$ cat src/rtl/uib_pkg.sv
// uib_pkg: shared defaults, FSM state encoding and constants for the uib arbiter.
package uib_pkg;

   localparam int DEF_MST_W   = 1;
   localparam int DEF_SLV_W   = 3;
   localparam int DEF_DATA_W  = 32;
   localparam int DEF_MODE_W  = 3;
   localparam int DEF_TIMEOUT = 255;

   typedef enum logic [1:0] {
      ST_IDLE = 2'd0,
      ST_BUSY = 2'd1,
      ST_ERR  = 2'd2
   } state_t;

   localparam logic [DEF_DATA_W-1:0] ERR_RDATA = '0;

   // Wait counter must hold TIMEOUT-1 and is never narrower than 8 bits.
   function automatic int cnt_width(input int timeout);
      int w;
      w = $clog2(timeout);
      return (w < 8) ? 8 : w;
   endfunction

endpackage

$ cat src/rtl/uib_rr_pick.sv
// uib_rr_pick: combinational round-robin selector; the first requester after i_last wins,
// with i_last itself having the lowest priority.
module uib_rr_pick #(
   parameter int W = 1
)(
   input  logic [2**W-1:0] i_req,
   input  logic [W-1:0]    i_last,
   output logic            o_valid,
   output logic [W-1:0]    o_idx
);

   localparam int N = 2**W;

   logic [W-1:0] w_cand;

   // Scan from farthest to nearest so the closest requester after i_last is written last and wins.
   always_comb begin
      o_valid = 1'b0;
      o_idx   = '0;
      w_cand  = '0;
      for (int i = N; i >= 1; i--) begin
         w_cand  = i_last + W'(i);
         o_idx   = i_req[w_cand] ? w_cand : o_idx;
         o_valid = o_valid | i_req[w_cand];
      end
   end

endmodule

$ cat src/rtl/uib_arbiter.sv
// uib_arbiter: round-robin arbiter connecting NM masters to NS slaves one transfer at a time,
// completing a transfer with an error strobe when the slave does not answer within TIMEOUT cycles.
module uib_arbiter
   import uib_pkg::*;
#(
   parameter  int MST_W   = DEF_MST_W,
   parameter  int SLV_W   = DEF_SLV_W,
   parameter  int DATA_W  = DEF_DATA_W,
   parameter  int MODE_W  = DEF_MODE_W,
   parameter  int TIMEOUT = DEF_TIMEOUT,
   localparam int NM      = 2**MST_W,
   localparam int NS      = 2**SLV_W,
   localparam int AW      = DATA_W - SLV_W
)(
   input  logic                          clk,
   input  logic                          rst,
   input  logic [NM-1:0][DATA_W-1:0]     master_dat_i,
   output logic [NM-1:0][DATA_W-1:0]     master_dat_o,
   input  logic [NM-1:0][AW-1:0]         master_addr,
   input  logic [NM-1:0][SLV_W-1:0]      master_num,
   input  logic [NM-1:0]                 master_req,
   input  logic [NM-1:0]                 master_wen,
   input  logic [NM-1:0][MODE_W-1:0]     master_mode,
   output logic [NM-1:0]                 master_ready,
   output logic [NM-1:0]                 master_err,
   input  logic [NS-1:0][DATA_W-1:0]     slave_dat_i,
   output logic [NS-1:0][DATA_W-1:0]     slave_dat_o,
   output logic [NS-1:0][AW-1:0]         slave_addr,
   output logic [NS-1:0]                 slave_req,
   output logic [NS-1:0]                 slave_wen,
   output logic [NS-1:0][MODE_W-1:0]     slave_mode,
   input  logic [NS-1:0]                 slave_ready
);

   localparam int CNT_W = cnt_width(TIMEOUT);

   state_t             r_state;
   logic [MST_W-1:0]   r_gnt;
   logic [SLV_W-1:0]   r_sel;
   logic [MST_W-1:0]   r_last;
   logic [CNT_W-1:0]   r_cnt;

   logic               w_pick_valid;
   logic [MST_W-1:0]   w_pick_idx;
   logic               w_done;

   uib_rr_pick #(.W(MST_W)) u_pick (
      .i_req   (master_req),
      .i_last  (r_last),
      .o_valid (w_pick_valid),
      .o_idx   (w_pick_idx)
   );

   // Arbitration state: grant, latched slave, round-robin pointer and timeout counter.
   always_ff @(posedge clk or posedge rst) begin
      if (rst) begin
         r_state <= ST_IDLE;
         r_gnt   <= '0;
         r_sel   <= '0;
         r_last  <= '1;
         r_cnt   <= '0;
      end else begin
         case (r_state)
            ST_IDLE: begin
               if (w_pick_valid) begin
                  r_gnt   <= w_pick_idx;
                  r_sel   <= master_num[w_pick_idx];
                  r_cnt   <= '0;
                  r_state <= ST_BUSY;
               end
            end
            ST_BUSY: begin
               // Ready is tested before the timeout so a last-cycle answer completes normally.
               if (!master_req[r_gnt]) begin
                  r_state <= ST_IDLE;
               end else if (slave_ready[r_sel]) begin
                  r_state <= ST_IDLE;
                  r_last  <= r_gnt;
               end else if (r_cnt == CNT_W'(TIMEOUT - 1)) begin
                  r_state <= ST_ERR;
               end else begin
                  r_cnt <= r_cnt + CNT_W'(1);
               end
            end
            ST_ERR: begin
               r_state <= ST_IDLE;
               r_last  <= r_gnt;
            end
            default: begin
               r_state <= ST_IDLE;
            end
         endcase
      end
   end

   assign w_done = master_req[r_gnt] & slave_ready[r_sel];

   // Crossbar routing: only the granted master and the latched slave see non-zero values.
   always_comb begin
      master_dat_o = '0;
      master_ready = '0;
      master_err   = '0;
      slave_dat_o  = '0;
      slave_addr   = '0;
      slave_req    = '0;
      slave_wen    = '0;
      slave_mode   = '0;
      case (r_state)
         ST_BUSY: begin
            slave_req[r_sel]    = master_req[r_gnt];
            slave_dat_o[r_sel]  = master_dat_i[r_gnt];
            slave_addr[r_sel]   = master_addr[r_gnt];
            slave_wen[r_sel]    = master_wen[r_gnt];
            slave_mode[r_sel]   = master_mode[r_gnt];
            master_ready[r_gnt] = w_done;
            master_dat_o[r_gnt] = w_done ? slave_dat_i[r_sel] : '0;
         end
         ST_ERR: begin
            master_ready[r_gnt] = 1'b1;
            master_err[r_gnt]   = 1'b1;
            master_dat_o[r_gnt] = DATA_W'(ERR_RDATA);
         end
         default: begin
            master_ready = '0;
         end
      endcase
   end

endmodule

$ cat config.mk
export PLATFORM = sky130hd
export DESIGN_NAME = uib_arbiter
export DESIGN_NICKNAME = d
export VERILOG_FILES = /design/src/rtl/uib_pkg.sv /design/src/rtl/uib_rr_pick.sv /design/src/rtl/uib_arbiter.sv
export SDC_FILE = /design/constraint.sdc
export NUM_CORES = 1
export LEC_CHECK = 0
export CORE_AREA = 2 2 386 388
export CTS_BUF_LIST = sky130_fd_sc_hd__clkbuf_4 sky130_fd_sc_hd__clkbuf_8
export CTS_CLUSTER_DIAMETER = 40
export DETAILED_ROUTE_END_ITERATION = 8
export DIE_AREA = 0 0 388 390
export GPL_TIMING_DRIVEN = 1
export MAX_ROUTING_LAYER = met4
export PLACE_DENSITY = 0.3
export SYNTH_ARGS = -nofsm -noshare
export SYNTH_HDL_FRONTEND = slang
export SYNTH_HIERARCHICAL = 1
export SYNTH_SLANG_ARGS = --single-unit
$ cat constraint.sdc
create_clock -name clk -period 6.8 [get_ports clk]
set_clock_uncertainty 0.15 [all_clocks]
set_input_delay 1.36 -clock clk [delete_from_list [all_inputs] [get_ports clk]]
set_output_delay 1.36 -clock clk [all_outputs]
set_load 0.05 [all_outputs]
-- Word level (Yosys, flattened, before mapping)
Index checks and enable logic that the tools add are counted.
Widths: inputs -> output; s select.
- $add $sub $neg: 2
- magnitude comparators: 7
- equal/unequal tests: 9
- mux-type cells: 56
- bitwise logic cells: 9
- reduce and logical (&&, ||, !) cells: 9
- operators by type and width (operator ; number):
    $and 256x256->256 ; 1
    $mux 256 ; 1
    $and 232x232->232 ; 1
    $mux 232 ; 1
    $mux 32 ; 6
    $bmux 32 s3 ; 1
    $demux 32 s3 ; 1
    $demux 29 s3 ; 1
    $mux 29 ; 3
    $and 64x64->64 ; 1
    $mux 64 ; 1
    $mux 8 ; 6
    $demux 32 s1 ; 1
    $and 24x24->24 ; 1
    $mux 24 ; 1
    $and 8x8->8 ; 2
    $pmux 8 s2 ; 1
    $mux 1 ; 15
    $mux 3 ; 5
    $mux 2 ; 5
    $demux 3 s3 ; 1
    $add 8x1->8 const B ; 1
    $eq 8x8->1 const B ; 1
    $lt 1x2->1 const B ; 4
    other kinds (23) ; 30
- register bits: 15
- input bits: 404
- output and inout port bits: 596
- word-level logic and storage cells: 97

-- Logic depth before layout (Yosys ltp)
- word-level depth: 6
- depth in mapped cells: 8
- depth with buffers taken out: 7

-- By module
The synthesis kept the hierarchy.
- by module, submodules not included (module ; instances ; cells each ; area each (um^2)):
    uib_arbiter ; 1 ; 1128 ; 6433.7
    uib_rr_pick ; 1 ; 2 ; 13.8

-- Least setup slack after synthesis
No wires, ideal clock.
- path kind: input to output
- from: input port slave_ready[3]
- to: output port master_ready[1]
- data arrival time: 3.330 ns
- required time: 5.290 ns
- slack: 1.960 ns
- stages on the path: 6
- cells stage by stage: mux2_4 a221oi_2 o221ai_2 nand4_1 buf_2 a21boi_0
- cells in the longest elaborated chain, start to end: 5
- ends and longest elaborated chain (what ; RTL line ; RTL):
    start, declared ; uib_arbiter.sv:32 ; input logic [NS-1:0] slave_ready
    $bmux 1 s3 ; uib_arbiter.sv:96 ; assign w_done = master_req[r_gnt] & slave_ready[r_sel];
    $mux 1 (implied by the code) ; uib_arbiter.sv:96 ;
    $and 1x1->1 ; uib_arbiter.sv:96 ;
    $and 2x2->2 (no source line) ; n/a ;
    $pmux 2 s2 ; uib_arbiter.sv:108 ; case (r_state)
    end, declared ; uib_arbiter.sv:24 ; output logic [NM-1:0] master_ready,
Every way passes these cells. The select of a mux whose other input is x is not followed.

==> impl_metrics.toml <==
[floorplan]
dieHeight_um = 390
boundaryPins = 1000
fp.dieArea_mm2 = 0.1513
fp.dieW_um = 388
floorplan.initialDensity = 0.04382
rows = 141
core_outline_area_mm2 = 0.1471

[route]
drc = 0
dr.first_iter.drc_count = 618
antenna_violating_nets_left = 0
drt-pass1-iter-count = 5
post_dr_wirelength_cell_um = 25.20
postRouteWirelength_um = 101300
viasPerCell = 3.065
detailroute.via_count = 12320

[synthesis]
synth.yosys.warnings = 6
synth_largest_area_cell = "sky130_fd_sc_hd__nor2_1"
synth-seq-cells = 15
seq_area_frac_synth = 0.05841
synth_area_mm2 = 0.006447
synthArstFlopShare = 1.000
syn-num-nets = 1540
ys_top_cells_by_count = "sky130_fd_sc_hd__nor2_1, sky130_fd_sc_hd__clkbuf_1, sky130_fd_sc_hd__nand2_1"
syn-mean-instance-area_um2 = 5.706
ys.flop_type = "sky130_fd_sc_hd__dfrtp_1"
syn_inst = 1130
yosysTopAreaCellShare = 0.3511
yosysMostFrequentCell = "sky130_fd_sc_hd__nor2_1"
synth_cell_types = 56
synth_edf_count = 0
synth_top_cells_by_area = "sky130_fd_sc_hd__nor2_1, sky130_fd_sc_hd__mux2_2, sky130_fd_sc_hd__mux2i_1, sky130_fd_sc_hd__mux4_2, sky130_fd_sc_hd__dfrtp_1"

[critical_path]
worst-path-max-fanout = 28
crit_path_max_cell_delay_ns = 0.73
arrival_ns = 4.16
crit_chain = "clkdlybuf4s50_1, mux2_4, a221oi_2, o221ai_2, nand4b_1, buf_4, nor2_1, clkdlybuf4s50_1"
critPathMostFrequentCell = "sky130_fd_sc_hd__clkdlybuf4s50_1"
cp-start-kind = "input pin"
critPathKind = "input pin to output pin"
worstSetupEndpointType = "output pin"
timing.critical_path.required_ns = 5.29
cpMaxStageDelayCell = "sky130_fd_sc_hd__clkdlybuf4s50_1"

[global_routing]
groute.usage.overall = 0.1287
grt_antenna_before_repair = 37
grt_pass1_vias = 12280
grt_max_degree = 53
grt_pass1_wl_um = 127000
globalRouteOverflowTotal = 0

[finish]
final_net_count = 2489
drive_above_1_share = 0.1011
stdcell_area_mm2 = 0.01893
area_taken_by_flip_flops_and_latches_um2 = 391.6
fillCellCount = 17080
multi_input_area_mm2 = 0.005680
synthToLayoutAreaGrowth_pct = 193.6

[clock_tree]
ctsResizeCount = 0
tritoncts.num_buffers = 3
postCtsHoldBufs = 0
worst_setup_hold_path_clk_slew_ns = 0.07
cts.sink_count = 15
clk_buf_depth = 2
clock_latency_ns = 0.26
cts.htree.levels = 1
clk_root_buffer_cell = "sky130_fd_sc_hd__clkbuf_8"
post_cts.repair.setup_buffers = 0
tritoncts = "built"

[worst_hold_path]
hold_path_class = "flip-flop to flip-flop"

[sta]
layout_min_cycle_time_ns = 5.673
worst-slew-pin-transition_ns = 1.093
hold_viol = 0
upper_clock_frequency_limit_mhz = 176.3
grt_setup_unrepaired = "false"
final_max_tran_viols = 0
finalSetupViolations = 0
timing.max_slew.rel_slack = 0.2711
post_route_setup_tns_ns = 0
layout_worst_path_cycle_share = 0.8343

[pwr]
seq_power_share = 0.052
internal_power_w = 0.002137
irDropWorstVdd_v = 0.0001366
power_density_normalized_to_cell_area_mw_per_mm2 = 370.7
logic_pwr_share = 0.937
power_leakage_nw = 6.254
switching_power_w = 0.004880
pwr-share-clk = 0.012
power.switching_fraction = 0.6954

[status]
outcome = "completed"

[place]
finalWeightedCongestion = 0.8346
detailedPlacementHpwl_um = 87640
port_buffers = 999
post_dp_cell_area_mm2 = 0.01885

[job]
max_cap_violations = 0
[registers in the layout, summed over array words and instances (netlist names)]
name,cells
r_gnt,1
r_sel,3
r_cnt,8
r_last,1
r_state,2
[layout by cell type, fill, tap and decap left out, drive strengths merged, types with 10 or more instances in the layout]
cell type / instances
buf: 91
clkdlybuf4s50: 958
dfrtp: 14
diode: 11
mux2: 60
mux2i: 56
mux4: 20
nand2: 65
nand2b: 10
nand3: 14
nor2: 603
nor2b: 10
o211ai: 10
o21ai: 18
o221ai: 27
o22ai: 26
[cell type report]
cell class,instances,area share
Sequential cell,15,0.02069
Antenna cell,11,0.001454
Clock buffer,4,0.002578
Timing Repair Buffer,1049,0.5460
Tap cell,1930,0.1276
Inverter,8,0.001586
Multi-Input combinational cell,1002,0.3001
[power by group through the flow]
stage / sequential (W) / combinational (W) / clock, W
final: 0.000362 / 0.00657 / 0.0000830
after global routing: 0.000384 / 0.00689 / 0.0000898
after CTS: 0.000371 / 0.00672 / 0.0000837
after detailed placement: 0.000373 / 0.00670 / 0
after global placement: 0.000376 / 0.00674 / 0
after floorplan: 0.000150 / 0.00389 / 0
[per-layer routing]
metal  wire length (um)  vias up  GRT usage  share of wire
met3               5161       58    0.02177          0.051
met4                692        0   0.006013         0.0068
met1              41060     5990     0.1487           0.41
met2              54360      581     0.2419           0.54
li1                   -     5690          -              -
met5                  0        -          -              0
[worst max-delay path, delay by kind of cell]
kind,cells,cell delay [ns]
AND/OR/NAND/NOR,2,0.32
multiplexers,1,0.27
AO/OA/AOI/OAI,2,0.64
buffers and inverters,3,1.50
[cell families (layout without fill, tap and decap cells)]
logic type	count (synthesis)	count (layout)	share of synthesized area
and+or+nand+nor	738	738	0.4578
AOI/OAI and AO/OA	122	122	0.1382
adders and majority gates	6	6	0.01164
DFF	15	15	0.05841
buffers and inverters	113	1061	0.07180
muxes	136	136	0.2622
other	0	11	0
[metrics by stage]
stage | utilization | instances | worst slack, ns | power, W | hold slack (ns)
3_5_place_dp | 0.1281 | 4004 | 1.157 | 0.007077 | 0.3596
3_3_place_gp | 0.1281 | 4004 | 1.146 | 0.007114 | 0.3647
6_report | 0.1286 | 4019 | 1.127 | 0.007017 | 0.3759
5_1_grt | 0.1286 | 4018 | 1.046 | 0.007368 | 0.4082
4_1_cts | 0.1285 | 4008 | 1.139 | 0.007174 | 0.3679
2_1_floorplan | - | 1130 | 1.960 | 0.004044 | 0.3205
[path summary, 6_finish.rpt]
kind                                      from          endpoint  slack (ns)  depth (start not counted)
worst max register to register        r_sel[1]          r_cnt[3]        3.37                          6
worst min register to register        r_cnt[5]          r_cnt[5]        0.38                          1
worst max-delay path            slave_ready[3]  master_dat_o[27]        1.13                          8
worst min-delay path                  r_cnt[5]          r_cnt[5]        0.38                          1
min in group asynchronous                  rst          r_cnt[5]        1.39                          2
max in group asynchronous                  rst          r_sel[2]        4.55                          2
Note: power is estimated with default switching activity, not from simulation.
